$ cat src/rtl/snn_pkg.sv
// Shared types for the SNN batch scheduler: FSM states and class encodings.
// Latency: n/a (types and constants only).
// Backpressure: n/a.
package snn_pkg;

  // Sequencer states, one engine at a time
  typedef enum logic [2:0] {
    IDLE    = 3'd0,
    ENG_RST = 3'd1,
    LAUNCH  = 3'd2,
    WAIT    = 3'd3,
    NEXT    = 3'd4,
    FLUSH   = 3'd5
  } sched_state_e;

  // predicted_class encodings reported by each engine
  localparam logic CLASS_STRAIGHT = 1'b0;
  localparam logic CLASS_TURN     = 1'b1;

  // Width of the reset-hold counter (hold length 1..15)
  localparam int RST_HOLD_W = 4;

  // Index width that stays legal for a single-engine build
  function automatic int idx_width(input int n);
    return (n > 1) ? $clog2(n) : 1;
  endfunction

endpackage

$ cat src/rtl/snn_watchdog.sv
// Per-engine wait counter: counts cycles in WAIT and flags when TIMEOUT is reached.
// Latency: expired_o is a registered-count compare, valid the cycle the count hits TIMEOUT.
// Backpressure: none; load has priority over enable, count saturates at TIMEOUT.
module snn_watchdog #(
  parameter int TIMEOUT = 65535
) (
  input  logic clk,
  input  logic rst_n,
  input  logic load_i,
  input  logic enable_i,
  output logic expired_o
);

  localparam int CW = $clog2(TIMEOUT + 1);
  localparam logic [CW-1:0] LIMIT = CW'(TIMEOUT);

  logic [CW-1:0] cnt_q;
  logic [CW-1:0] cnt_d;

  // Next count: load zeroes, enable advances until the limit and then holds
  always_comb begin
    cnt_d = cnt_q;
    if (load_i) begin
      cnt_d = '0;
    end else if (enable_i && (cnt_q != LIMIT)) begin
      cnt_d = cnt_q + CW'(1);
    end
  end

  // Count register
  always_ff @(posedge clk or negedge rst_n) begin
    if (!rst_n) begin
      cnt_q <= '0;
    end else begin
      cnt_q <= cnt_d;
    end
  end

  assign expired_o = (cnt_q == LIMIT);

endmodule

$ cat src/rtl/snn_batch_scheduler.sv
// Sequences a batch over NUM_ENGINES engines: reset, start, wait for done or timeout, record class.
// Latency: per engine RST_HOLD + 1 (launch) + wait + 1 (next) cycles; busy rises the cycle after accept.
// Backpressure: batch_start ignored while busy; abort preempts everything outside IDLE.
module snn_batch_scheduler
  import snn_pkg::*;
#(
  parameter int NUM_ENGINES = 20,
  parameter int RST_HOLD    = 2,
  parameter int TIMEOUT     = 65535
) (
  input  logic                               clk,
  input  logic                               rst_n,
  input  logic                               batch_start,
  input  logic                               abort,
  output logic                               eng_rst,
  output logic [NUM_ENGINES-1:0]             eng_start,
  input  logic [NUM_ENGINES-1:0]             eng_done,
  input  logic [NUM_ENGINES-1:0]             eng_class,
  output logic                               busy,
  output logic                               batch_done,
  output logic [NUM_ENGINES-1:0]             results,
  output logic [NUM_ENGINES-1:0]             timeout_mask,
  output logic [$clog2(NUM_ENGINES+1)-1:0]   turn_count
);

  localparam int IDX_W = idx_width(NUM_ENGINES);
  localparam int TC_W  = $clog2(NUM_ENGINES + 1);
  localparam logic [IDX_W-1:0]      LAST_IDX  = IDX_W'(NUM_ENGINES - 1);
  localparam logic [RST_HOLD_W-1:0] HOLD_INIT = RST_HOLD_W'(RST_HOLD - 1);

  sched_state_e           state_q;
  logic [IDX_W-1:0]       idx_q;
  logic [RST_HOLD_W-1:0]  hold_q;
  logic                   eng_rst_q;
  logic [NUM_ENGINES-1:0] eng_start_q;
  logic                   busy_q;
  logic                   batch_done_q;
  logic [NUM_ENGINES-1:0] results_q;
  logic [NUM_ENGINES-1:0] timeout_mask_q;
  logic [TC_W-1:0]        turn_count_q;

  logic wd_load;
  logic wd_en;
  logic wd_expired;

  // Watchdog is zeroed while the start pulse is out and runs only while waiting
  assign wd_load = (state_q == LAUNCH);
  assign wd_en   = (state_q == WAIT);

  snn_watchdog #(
    .TIMEOUT (TIMEOUT)
  ) u_watchdog (
    .clk       (clk),
    .rst_n     (rst_n),
    .load_i    (wd_load),
    .enable_i  (wd_en),
    .expired_o (wd_expired)
  );

  // Sequencer FSM with registered outputs; abort outranks every other event
  always_ff @(posedge clk or negedge rst_n) begin
    if (!rst_n) begin
      state_q        <= IDLE;
      idx_q          <= '0;
      hold_q         <= '0;
      eng_rst_q      <= 1'b1;
      eng_start_q    <= '0;
      busy_q         <= 1'b0;
      batch_done_q   <= 1'b0;
      results_q      <= '0;
      timeout_mask_q <= '0;
      turn_count_q   <= '0;
    end else begin
      batch_done_q <= 1'b0;
      eng_start_q  <= '0;
      if (abort && (state_q != IDLE) && (state_q != FLUSH)) begin
        // Partial results stay visible; engines get a clean reset before idling
        state_q   <= FLUSH;
        eng_rst_q <= 1'b1;
        hold_q    <= HOLD_INIT;
      end else begin
        case (state_q)
          IDLE: begin
            eng_rst_q <= 1'b0;
            if (batch_start) begin
              results_q      <= '0;
              timeout_mask_q <= '0;
              turn_count_q   <= '0;
              idx_q          <= '0;
              busy_q         <= 1'b1;
              eng_rst_q      <= 1'b1;
              hold_q         <= HOLD_INIT;
              state_q        <= ENG_RST;
            end
          end
          ENG_RST: begin
            if (hold_q == '0) begin
              eng_rst_q          <= 1'b0;
              eng_start_q[idx_q] <= 1'b1;
              state_q            <= LAUNCH;
            end else begin
              hold_q <= hold_q - RST_HOLD_W'(1);
            end
          end
          LAUNCH: begin
            // Start pulse self-clears via the default above
            state_q <= WAIT;
          end
          WAIT: begin
            // A done arriving with the timeout still counts as a valid result
            if (eng_done[idx_q]) begin
              results_q[idx_q] <= (eng_class[idx_q] == CLASS_TURN) ? CLASS_TURN : CLASS_STRAIGHT;
              if (eng_class[idx_q] == CLASS_TURN) begin
                turn_count_q <= turn_count_q + TC_W'(1);
              end
              state_q <= NEXT;
            end else if (wd_expired) begin
              timeout_mask_q[idx_q] <= 1'b1;
              results_q[idx_q]      <= CLASS_STRAIGHT;
              state_q               <= NEXT;
            end
          end
          NEXT: begin
            if (idx_q == LAST_IDX) begin
              idx_q        <= '0;
              batch_done_q <= 1'b1;
              busy_q       <= 1'b0;
              state_q      <= IDLE;
            end else begin
              idx_q     <= idx_q + IDX_W'(1);
              eng_rst_q <= 1'b1;
              hold_q    <= HOLD_INIT;
              state_q   <= ENG_RST;
            end
          end
          FLUSH: begin
            if (hold_q == '0) begin
              eng_rst_q <= 1'b0;
              busy_q    <= 1'b0;
              state_q   <= IDLE;
            end else begin
              hold_q <= hold_q - RST_HOLD_W'(1);
            end
          end
          default: begin
            state_q <= IDLE;
          end
        endcase
      end
    end
  end

  assign eng_rst      = eng_rst_q;
  assign eng_start    = eng_start_q;
  assign busy         = busy_q;
  assign batch_done   = batch_done_q;
  assign results      = results_q;
  assign timeout_mask = timeout_mask_q;
  assign turn_count   = turn_count_q;

endmodule

$ cat config.mk
export PLATFORM = sky130hd
export DESIGN_NAME = snn_batch_scheduler
export DESIGN_NICKNAME = d
export VERILOG_FILES = /design/src/rtl/snn_pkg.sv /design/src/rtl/snn_watchdog.sv /design/src/rtl/snn_batch_scheduler.sv
export SDC_FILE = /design/constraint.sdc
export NUM_CORES = 1
export LEC_CHECK = 0
export CORE_UTILIZATION = 54
export CTS_CLUSTER_DIAMETER = 30
export DETAILED_ROUTE_END_ITERATION = 6
export HOLD_SLACK_MARGIN = 0.06
export PLACE_DENSITY = 0.84
export SKIP_CTS_REPAIR_TIMING = 1
export SKIP_LAST_GASP = 1
export SLEW_MARGIN = 20
export SYNTH_ARGS = -nofsm -noshare
export SYNTH_HDL_FRONTEND = slang
export SYNTH_SLANG_ARGS = --single-unit
$ cat constraint.sdc
create_clock -name clk -period 4.6 [get_ports clk]
set_input_delay 0.92 -clock clk [delete_from_list [all_inputs] [get_ports clk]]
set_output_delay 0.92 -clock clk [all_outputs]
set_load 0.05 [all_outputs]
After elaboration in Yosys (flattened, before gate mapping)
Index checks and enable logic that the tools add are counted.
Storage, ports and cells
  RAM bits: 0
  ROM bits: 0
  input port bits: 44
  register bits after elaboration: 96
  word-level logic and storage cells: 116
  bits in latches: 0
  memories kept: 0
Operators by class
  bitwise operators: 4
  equal/unequal tests: 24
  multipliers: 0
  shift operators: 0
  div/mod/pow operators: 0
  order comparisons: 2
  add/sub/neg operators: 4
  muxes and demuxes: 50
  reduce and logical (&&, ||, !) cells: 21
Operator list (number)
  $mux W20: 8
  $pmux W20 S2: 2
  $mux W16: 2
  $ne A3 B3 Y1 const B: 7
  $and A20 B20 Y20: 1
  $bwmux W20: 1
  $mux W5: 4
  $not A20 Y20: 1
  $or A20 B20 Y20: 1
  $pmux W5 S2: 2
  $mux W3: 6
  $pmux W3 S6: 1
  $add A16 B1 Y16 const B: 1
  $eq A16 B16 Y1 const B: 1
  $mux W4: 4
  $ne A16 B16 Y1 const B: 1
  $reduce_and A5 Y1: 3
  $mux W1: 14
  $ne A2 B2 Y1 const B: 7
  $pmux W4 S3: 1
  $reduce_and A4 Y1: 3
  $add A5 B1 Y5 const B: 2
  $bmux W1 S5: 2
  $eq A3 B2 Y1 const B: 2
  other kinds (19): 28

Logic depth before layout (Yosys ltp)
Gate-level depths: netlist of run 1.
  depth after elaboration: 9
  mapped depth: 9

Hierarchy
Synthesis of run 1 repeated with hierarchy kept, for this count alone.
Second synthesis, totals
  cell total of the unflattened synthesis: 495
  area total of the unflattened synthesis: 5031.1 sq um
Modules (own cells, without submodules)
  snn_batch_scheduler: cells each 405, area each 4134.0 sq um, seq. area each 2003.2 sq um, instances 1
  snn_watchdog: cells each 90, area each 897.1 sq um, seq. area each 400.4 sq um, instances 1

Worst setup path after synthesis of run 1
No wires, ideal clock.
  path type: input to register
  from: input port eng_done[7]
  to: register results_q[1], in the netlist results[1]
  data arrival time: 2.489 ns
  library setup time: 0.083 ns
  cell stages on the path: 7
  path slack: 2.027 ns
  data required time: 4.517 ns
  path buffers: 1
  cell sequence: mux4_2 and3b_1 a41o_1 o41ai_2 buf_2 o21ai_0 o21ai_0
Between the ends
  word-level cells in the longest chain between the ends: 4
  elaborated cells between the ends (all ways): 6
  classes of those cells: eq/ne (1); mux (4); reduce/logical (1)
RTL lines
  from (decl): RTL line snn_batch_scheduler.sv:17  | input logic [NUM_ENGINES-1:0] eng_done,
  $bmux W1 S5 *: RTL line snn_batch_scheduler.sv:111  | if (eng_done[idx_q]) begin
  $mux W1 (not written as such) *: RTL line snn_batch_scheduler.sv:111
  $ne A3 B3 Y1 (no line) / $mux W20 (equally long branches)
  $reduce_and A4 Y1 (no line) / $pmux W20 S2 (equally long branches)
  to (signal, indexed assignment): RTL line snn_batch_scheduler.sv:112  | results_q[idx_q] <= (eng_class[idx_q] == CLASS_TURN) ? CLASS_TURN : CLASS_STRAIGHT;
  to (decl): RTL line snn_batch_scheduler.sv:38  | logic [NUM_ENGINES-1:0] results_q;
Mark *: on every way between the ends. The rest lies on a longest branch, timed or not. The select of a mux whose other input is x is not followed.
A chain may end at the register's enable or synchronous reset.

Worst setup path in the final report of run 1
  from: input port abort
  to: register results_q[0], in the netlist results[0]
Between the ends
  word-level cells in the longest chain between the ends: 4
RTL lines
  from (decl): RTL line snn_batch_scheduler.sv:14  | input logic abort,
  $logic_and A1 B1 Y1 (2 in a row): RTL line snn_batch_scheduler.sv:76  | if (abort && (state_q != IDLE) && (state_q != FLUSH)) begin
  $not A1 Y1 (no line)
  $reduce_and A4 Y1 (no line)
Every way passes these cells.

==> results of run 1 <==
-- worst max-delay path: stages --
cell and delay [ps]:
clkdlybuf4s50_1 620, or2_2 390, a21oi_1 360, nand3_1 700, o21ai_0 420
-- layout make-up --
| type | count | area [um^2] | share of cell area |
|---|---|---|---|
| multi-input combinational | 348 | 2180 | 0.358 |
| sequential | 96 | 2400 | 0.394 |
| clock inverter | 7 | 87.6 | 0.0144 |
| tap | 105 | 131 | 0.0216 |
| timing repair buffer | 113 | 1120 | 0.184 |
| inverter | 12 | 45.0 | 0.00739 |
| clock buffer | 9 | 124 | 0.0203 |
-- cells in the final DEF, fill, tap and decap left out, types with 4 or more instances in the layout --
cell and instances:
and3_1 7, nor2b_1 9, mux4_2 7, nand2_1 41, a21oi_1 26, dfrtp_1 95, nor2_1 58, clkbuf_8 9
inv_1 11, clkdlybuf4s50_1 110, ha_1 7, nand2b_1 5, o22ai_2 4, nand3_1 15, o21ai_0 46, o21a_1 21
xnor2_1 10, nor3_1 25, xor2_1 10
-- power by group --
| group | leakage (uW) | internal [uW] | switching, uW | total [uW] |
|---|---|---|---|---|
| clock network | 0.0000996 | 262 | 323 | 585 |
| registers | 0.00131 | 929 | 132 | 1060 |
| logic | 0.00117 | 331 | 502 | 834 |
| total | 0.00259 | 1520 | 958 | 2480 |
-- per-layer routing --
metal / track usage / wire, um / vias up
met5: 0 / 0 / -
met4: 0.0945 / 172 / 0
met3: 0.0561 / 869 / 17
met2: 0.409 / 5280 / 197
met1: 0.387 / 5200 / 1945
li1: - / - / 1891
-- worst min path at each step --
stage | from | depth (start not counted) | slack (ps) | to
2_1_floorplan | hold_q[1] | 2 | 470 | hold_q[1]
3_3_place_gp | timeout_mask[12] | 1 | 480 | timeout_mask[12]
5_1_grt | timeout_mask[9] | 1 | 520 | timeout_mask[9]
4_1_cts | timeout_mask[9] | 1 | 500 | timeout_mask[9]
3_5_place_dp | timeout_mask[9] | 1 | 480 | timeout_mask[9]
6_report | timeout_mask[5] | 1 | 500 | timeout_mask[5]
-- logic make-up after synthesis --
kind of cell               Yosys count  share of synthesized area
DFF                                 96                      0.503
AOI/OAI and AO/OA                  120                      0.163
xor gates and xnor gates            20                     0.0366
muxes                               12                     0.0440
and+or+nand+nor                    189                      0.194
buffers and inverters               45                     0.0411
adders and majority gates            7                     0.0183
-- flip-flops by register name (all words and copies together) (netlist names) --
signal / cells
batch_done: 1
busy: 1
eng_rst: 1
eng_start: 20
hold_q: 4
idx_q: 5
results: 20
state_q: 3
timeout_mask: 20
turn_count: 5
u_watchdog.cnt_q: 16
-- per-stage QoR --
stage           util  instances
2_1_floorplan      -        489
3_5_place_dp   0.702        674
5_1_grt        0.727        690
4_1_cts        0.727        690
6_report       0.727        690
3_3_place_gp   0.702        674
==> impl_metrics.yaml, run 1 <==
status:
  status: "finished clean"
min_path:
  hold_class: "register to register"
timing:
  slew_headroom: 0.363
  slew_violations: 0
  finalSetupViolations: 0
  rsz0062_at_grt: "false"
  tightest_slew_ps: 952
  hold_viol: 0
  whs_ps: 500
  fin_crit_sh: 0.684
  fin_setup_tns_ps: 0
  max_freq_mhz: 318
  fin_crit_ps: 3150
  clock_skew_ps: 12.2
  setup_slack_ps: 1450
floorplanning:
  design.core.area_um2: 8380
  die_h_um: 96.1
  num_rows: 33
  die_x_um: 96.1
  io-pin-count: 112
  floorplan.initialDensity: 0.570
  die-area_um2: 9230
synth:
  synth_top_area_share: 0.497
  yosysSeqAreaShare: 0.503
  syn_avg_cell_area_um2: 9.78
  synth_area_um2: 4780
  synth_edf_count: 0
  synth.top_cells.by_count: "dfrtp_1, nor2_1, o21ai_0, nand2_1, a21oi_1"
  synth_area_leaders: "dfrtp_1, o21ai_0, nor2_1"
  synth.most_common_cell: "dfrtp_1"
  synth_warnings: 0
  synthDistinctLibCells: 56
  synth_ff_type: "dfrtp_1"
  synth_top_area_cell: "dfrtp_1"
  synthCells: 489
  synth-seq-cells: 96
  synth_fp_nets: 540
  async_flop_share: 1.00
worst_setup_path:
  r2r_slack_ps: 1460
  crit_arrival_ps: 3410
  crit_path_end_kind: "register"
  startpoint: "abort"
  rr_endpoint: "results[0]"
  reg2reg_from: "idx_q[2]"
  endpoint: "results[0]"
  crit_fanout: 22
  path_class: "input port to register"
  crit_path_start_kind: "input port"
  r2r_cells: 6
  crit_required_ps: 4860
power:
  peakVddDrop_uv: 225
  finalPower_uw: 2480
  p_leak_uw: 0.00259
  powerDensity_nw_per_um2: 407
global_routing:
  grt_max_degree: 59
  grt_antenna_before_repair: 0
  overflow: 0
  grt_first_pass_wirelength_um: 18600
  grt_use_total: 0.270
  first_global_vias: 3829
cts:
  cts_sinks: 96
  clkTransAtPathRegs_ps: 100
  cts.htree.levels: 3
  cts_tree: "done"
  root_buffer: "clkbuf_8"
  clockBufferDepth: 2
  clk_latency_ps: 370
  cts_inserted_buffers: 9
route:
  drc: 0
  viasPerCell: 5.87
  firstDrtPassIters: 5
  wl_per_cell_um: 16.7
  vias: 4050
  drt_iter0_drc: 228
  ant_nets: 0
  drt_wl_total_um: 11500
cells_and_area:
  nFillCells: 584
  layout.nets: 631
  drive_above_1_share: 0.0735
  area_growth_pct: 27.5
  diodes: 0
  finish.instance_area_um2: 6100
placement:
  io_buffers: 111
  place_congestion: 0.879
  pre_cts_ws_ps: 1120
  dpl.hpwl_um: 8030
  placed_cell_area_um2: 5880
run:
  maxCapViolCount: 0
Power figures use the tool's default switching activity.
==> inputs of run 2 (changes only) <==
--- a/config.mk
+++ b/config.mk
@@ -5,11 +5,11 @@
 export SDC_FILE = /design/constraint.sdc
 export NUM_CORES = 1
 export LEC_CHECK = 0
-export CORE_UTILIZATION = 54
+export CORE_UTILIZATION = 50
 export CTS_CLUSTER_DIAMETER = 30
 export DETAILED_ROUTE_END_ITERATION = 6
 export HOLD_SLACK_MARGIN = 0.06
-export PLACE_DENSITY = 0.84
+export PLACE_DENSITY = 0.78
 export SKIP_CTS_REPAIR_TIMING = 1
 export SKIP_LAST_GASP = 1
 export SLEW_MARGIN = 20
==> constraint.sdc (replaced) <==
create_clock -name clk -period 3.2 [get_ports clk]
set_input_delay 0.64 -clock clk [delete_from_list [all_inputs] [get_ports clk]]
set_output_delay 0.64 -clock clk [all_outputs]
set_load 0.05 [all_outputs]
==> impl_metrics.yaml, run 2 (synthesized netlist as in run 1, its figures left out) <==
worst_setup_path:
  crit_arrival_ps: 2990
  reg2reg_from: "idx_q[1]"
  r2r_cells: 6
  crit_path_start_kind: "register"
  crit_required_ps: 3510
  r2r_slack_ps: 530
  rr_endpoint: "timeout_mask[5]"
  crit_path_end_kind: "register"
  crit_fanout: 20
  path_class: "register to register"
timing:
  whs_ps: 295
  rsz0062_at_grt: "false"
  finalSetupViolations: 0
  hold_viol: 0
  slew_headroom: 0.297
  tightest_slew_ps: 1050
  fin_crit_sh: 0.835
  fin_crit_ps: 2670
  fin_setup_tns_ps: 0
  slew_violations: 0
  max_freq_mhz: 374
  clock_skew_ps: 17.2
cts:
  cts_inserted_buffers: 9
  cts_sinks: 96
  cts_tree: "done"
  clk_latency_ps: 370
  clockBufferDepth: 2
  clkTransAtPathRegs_ps: 100
  root_buffer: "clkbuf_8"
  cts.htree.levels: 3
route:
  firstDrtPassIters: 5
  drt_iter0_drc: 357
  drc: 0
  wl_per_cell_um: 17.0
  drt_wl_total_um: 12300
  ant_nets: 0
  viasPerCell: 5.72
  vias: 4145
status:
  status: "finished clean"
cells_and_area:
  diodes: 0
  final_common_cell: "clkdlybuf4s50_1"
  layout.nets: 642
  area_growth_pct: 29.2
  most-common-layout-cells: "clkdlybuf4s50_1, dfrtp_1, nor2_1, o21ai_0, nand2_1"
  drive_above_1_share: 0.0889
  fin_cells: 725
power:
  powerDensity_nw_per_um2: 577
  peakVddDrop_uv: 331
  p_leak_uw: 0.00262
run:
  maxCapViolCount: 0
floorplanning:
  die-area_um2: 9960
  floorplan.initialDensity: 0.517
  design.core.area_um2: 9240
  io-pin-count: 112
  die_h_um: 99.8
  die_x_um: 99.8
  num_rows: 35
placement:
  placedCellCount: 709
  io_buffers: 111
  place_congestion: 0.870
  dpl.hpwl_um: 8730
global_routing:
  grt_first_pass_wirelength_um: 20100
  overflow: 0
  grt_use_total: 0.259
  grt_max_degree: 52
  grt_antenna_before_repair: 0
  first_global_vias: 4064
min_path:
  hold_class: "input port to async pin"
==> run 2: metal layers <==
metal | routed length (um) | vias to the layer above | track usage
met2 | 5740 | 186 | 0.399
met4 | 274 | 0 | 0.0928
li1 | - | 1910 | -
met3 | 744 | 25 | 0.0543
met5 | 0 | - | 0
met1 | 5530 | 2024 | 0.364
==> run 2: per-stage QoR <==
stage          instance area, um^2  power [uW]   util  setup slack (ps)
5_1_grt                       6180        3760  0.668               383
2_1_floorplan                 4780        2400      -               907
6_report                      6180        3570  0.668               527
3_3_place_gp                  6000        2770  0.649               305
4_1_cts                       6180        3560  0.668               535
3_5_place_dp                  6000        2820  0.649               216
==> run 2: worst max path at each step <==
stage	start	slack (ps)	to
2_1_floorplan	eng_done[7]	910	results[1]
3_3_place_gp	eng_done[7]	300	timeout_mask[12]
3_5_place_dp	eng_done[7]	220	timeout_mask[11]
4_1_cts	idx_q[1]	530	timeout_mask[5]
5_1_grt	idx_q[1]	380	timeout_mask[0]
6_report	idx_q[1]	530	timeout_mask[5]
==> run 2: report_power, final <==
group | internal (uW) | total, uW | leakage (uW) | switching, uW
clock network | 294 | 761 | 0.0000814 | 467
registers | 1340 | 1480 | 0.00131 | 142
logic | 521 | 1330 | 0.00122 | 806
==> run 2: critical path, stage by stage, from the launching register on <==
cell     delay [ps]
dfrtp_1         660
mux2_2          400
or3_1           310
a41o_1          320
o21a_1          480
nor3_1          310
o21a_1          130
==> run 2: final cells by class <==
class                   instances  area, um^2
fillers                       722        3060
flip-flops and latches         96        2400
multi-input cells             348        2180
repair buffers                124        1210
well taps                     129         161
clock buffers                  10         128
clock inverters                 6        51.3
inverters                      12        45.0
==> inputs of run 3 (changes only) <==
==> constraint.sdc (replaced) <==
create_clock -name clk -period 2.8 [get_ports clk]
set_input_delay 0.56 -clock clk [delete_from_list [all_inputs] [get_ports clk]]
set_output_delay 0.56 -clock clk [all_outputs]
set_load 0.05 [all_outputs]
==> impl_metrics.yaml, run 3 (synthesized netlist as in run 1, its figures left out) <==
cts:
  cts_sinks: 96
  clk_latency_ps: 360
  clockBufferDepth: 2
  cts_inserted_buffers: 9
  cts_tree: "done"
  clkTransAtPathRegs_ps: 100
  cts.htree.levels: 3
  root_buffer: "clkbuf_8"
global_routing:
  grt_antenna_before_repair: 0
  grt_use_total: 0.266
  grt_max_degree: 97
  grt_first_pass_wirelength_um: 20700
  overflow: 0
  first_global_vias: 4162
cells_and_area:
  drive_above_1_share: 0.110
  finish.instance_area_um2: 6300
  final_common_cell: "clkdlybuf4s50_1"
  diodes: 0
  area_growth_pct: 31.9
  most-common-layout-cells: "clkdlybuf4s50_1, dfrtp_1, nor2_1, o21ai_0, nand2_1"
  nFillCells: 725
  layout.nets: 656
placement:
  dpl.hpwl_um: 8860
  io_buffers: 111
  place_congestion: 0.854
  pre_cts_ws_ps: 13.9
  placed_cell_area_um2: 6130
power:
  peakVddDrop_uv: 475
  powerDensity_nw_per_um2: 649
  p_leak_uw: 0.00270
  finalPower_uw: 4090
route:
  wl_per_cell_um: 16.9
  drc: 0
  vias: 4226
  ant_nets: 0
  viasPerCell: 5.72
  firstDrtPassIters: 5
  drt_iter0_drc: 287
  drt_wl_total_um: 12500
worst_setup_path:
  crit_arrival_ps: 2710
  crit_required_ps: 3020
  crit_path_end_kind: "register"
  r2r_cells: 9
  crit_path_start_kind: "register"
  path_class: "register to register"
  crit_fanout: 10
timing:
  fin_crit_sh: 0.888
  setup_slack_ps: 313
  max_freq_mhz: 402
  rsz0062_at_grt: "false"
  hold_viol: 0
  fin_setup_tns_ps: 0
  finalSetupViolations: 0
  whs_ps: 239
  tightest_slew_ps: 839
  fin_crit_ps: 2490
  slew_violations: 0
  slew_headroom: 0.441
  clock_skew_ps: 13.9
floorplanning:
  design.core.area_um2: 9240
  floorplan.initialDensity: 0.517
  die_h_um: 99.8
  die_x_um: 99.8
  die-area_um2: 9960
  num_rows: 35
  io-pin-count: 112
min_path:
  hold_class: "input port to async pin"
status:
  status: "finished clean"
run:
  maxCapViolCount: 0
run 3: cell count changes in the layout (fill, tap and decap cells not counted), sizes merged:
cell      change
buf          +14
clkinvlp      -1
clkinv        +1
run 3: worst paths after layout:
path	slack (ps)	to	startpoint
max	310	results[16]	idx_q[0]
min in group clk	510	timeout_mask[7]	timeout_mask[7]
min	240	turn_count[3]	rst_n
min reg2reg	510	timeout_mask[7]	timeout_mask[7]
max reg2reg	310	results[16]	idx_q[0]
max in group asynchronous	2160	results[16]	rst_n
run 3: power by group:
part           switching (uW)  leakage, uW  internal [uW]
sequential                133      0.00131           1530
clock                     508    0.0000839            335
combinational             952      0.00130            634
total                    1590      0.00270           2500
run 3: critical path, cell delays in order (launching register included):
cell and delay (ps):
dfrtp_1 550, buf_4 260, inv_2 80, or3_1 370
a41o_1 270, buf_4 160, o22a_1 190, nand3_1 150
buf_4 200, o21ai_0 110
run 3: final cells by class:
class / count / area, um^2 / share of cell area
Tap cell: 129 / 161 / 0.0256
Clock buffer: 10 / 128 / 0.0202
Clock inverter: 6 / 50.0 / 0.00794
Timing Repair Buffer: 138 / 1340 / 0.212
Sequential cell: 96 / 2400 / 0.381
Inverter: 12 / 45.0 / 0.00714
Multi-Input combinational cell: 348 / 2180 / 0.346
run 3: per-stage QoR:
stage	instances	utilization
3_3_place_gp	723	0.663
2_1_floorplan	489	-
5_1_grt	739	0.682
3_5_place_dp	723	0.663
6_report	739	0.682
4_1_cts	739	0.682
run 3: routing by layer:
layer	GRT usage	part of all wire
met5	0	0
met2	0.429	0.47
met3	0.0390	0.061
met4	0.0769	0.014
met1	0.376	0.45
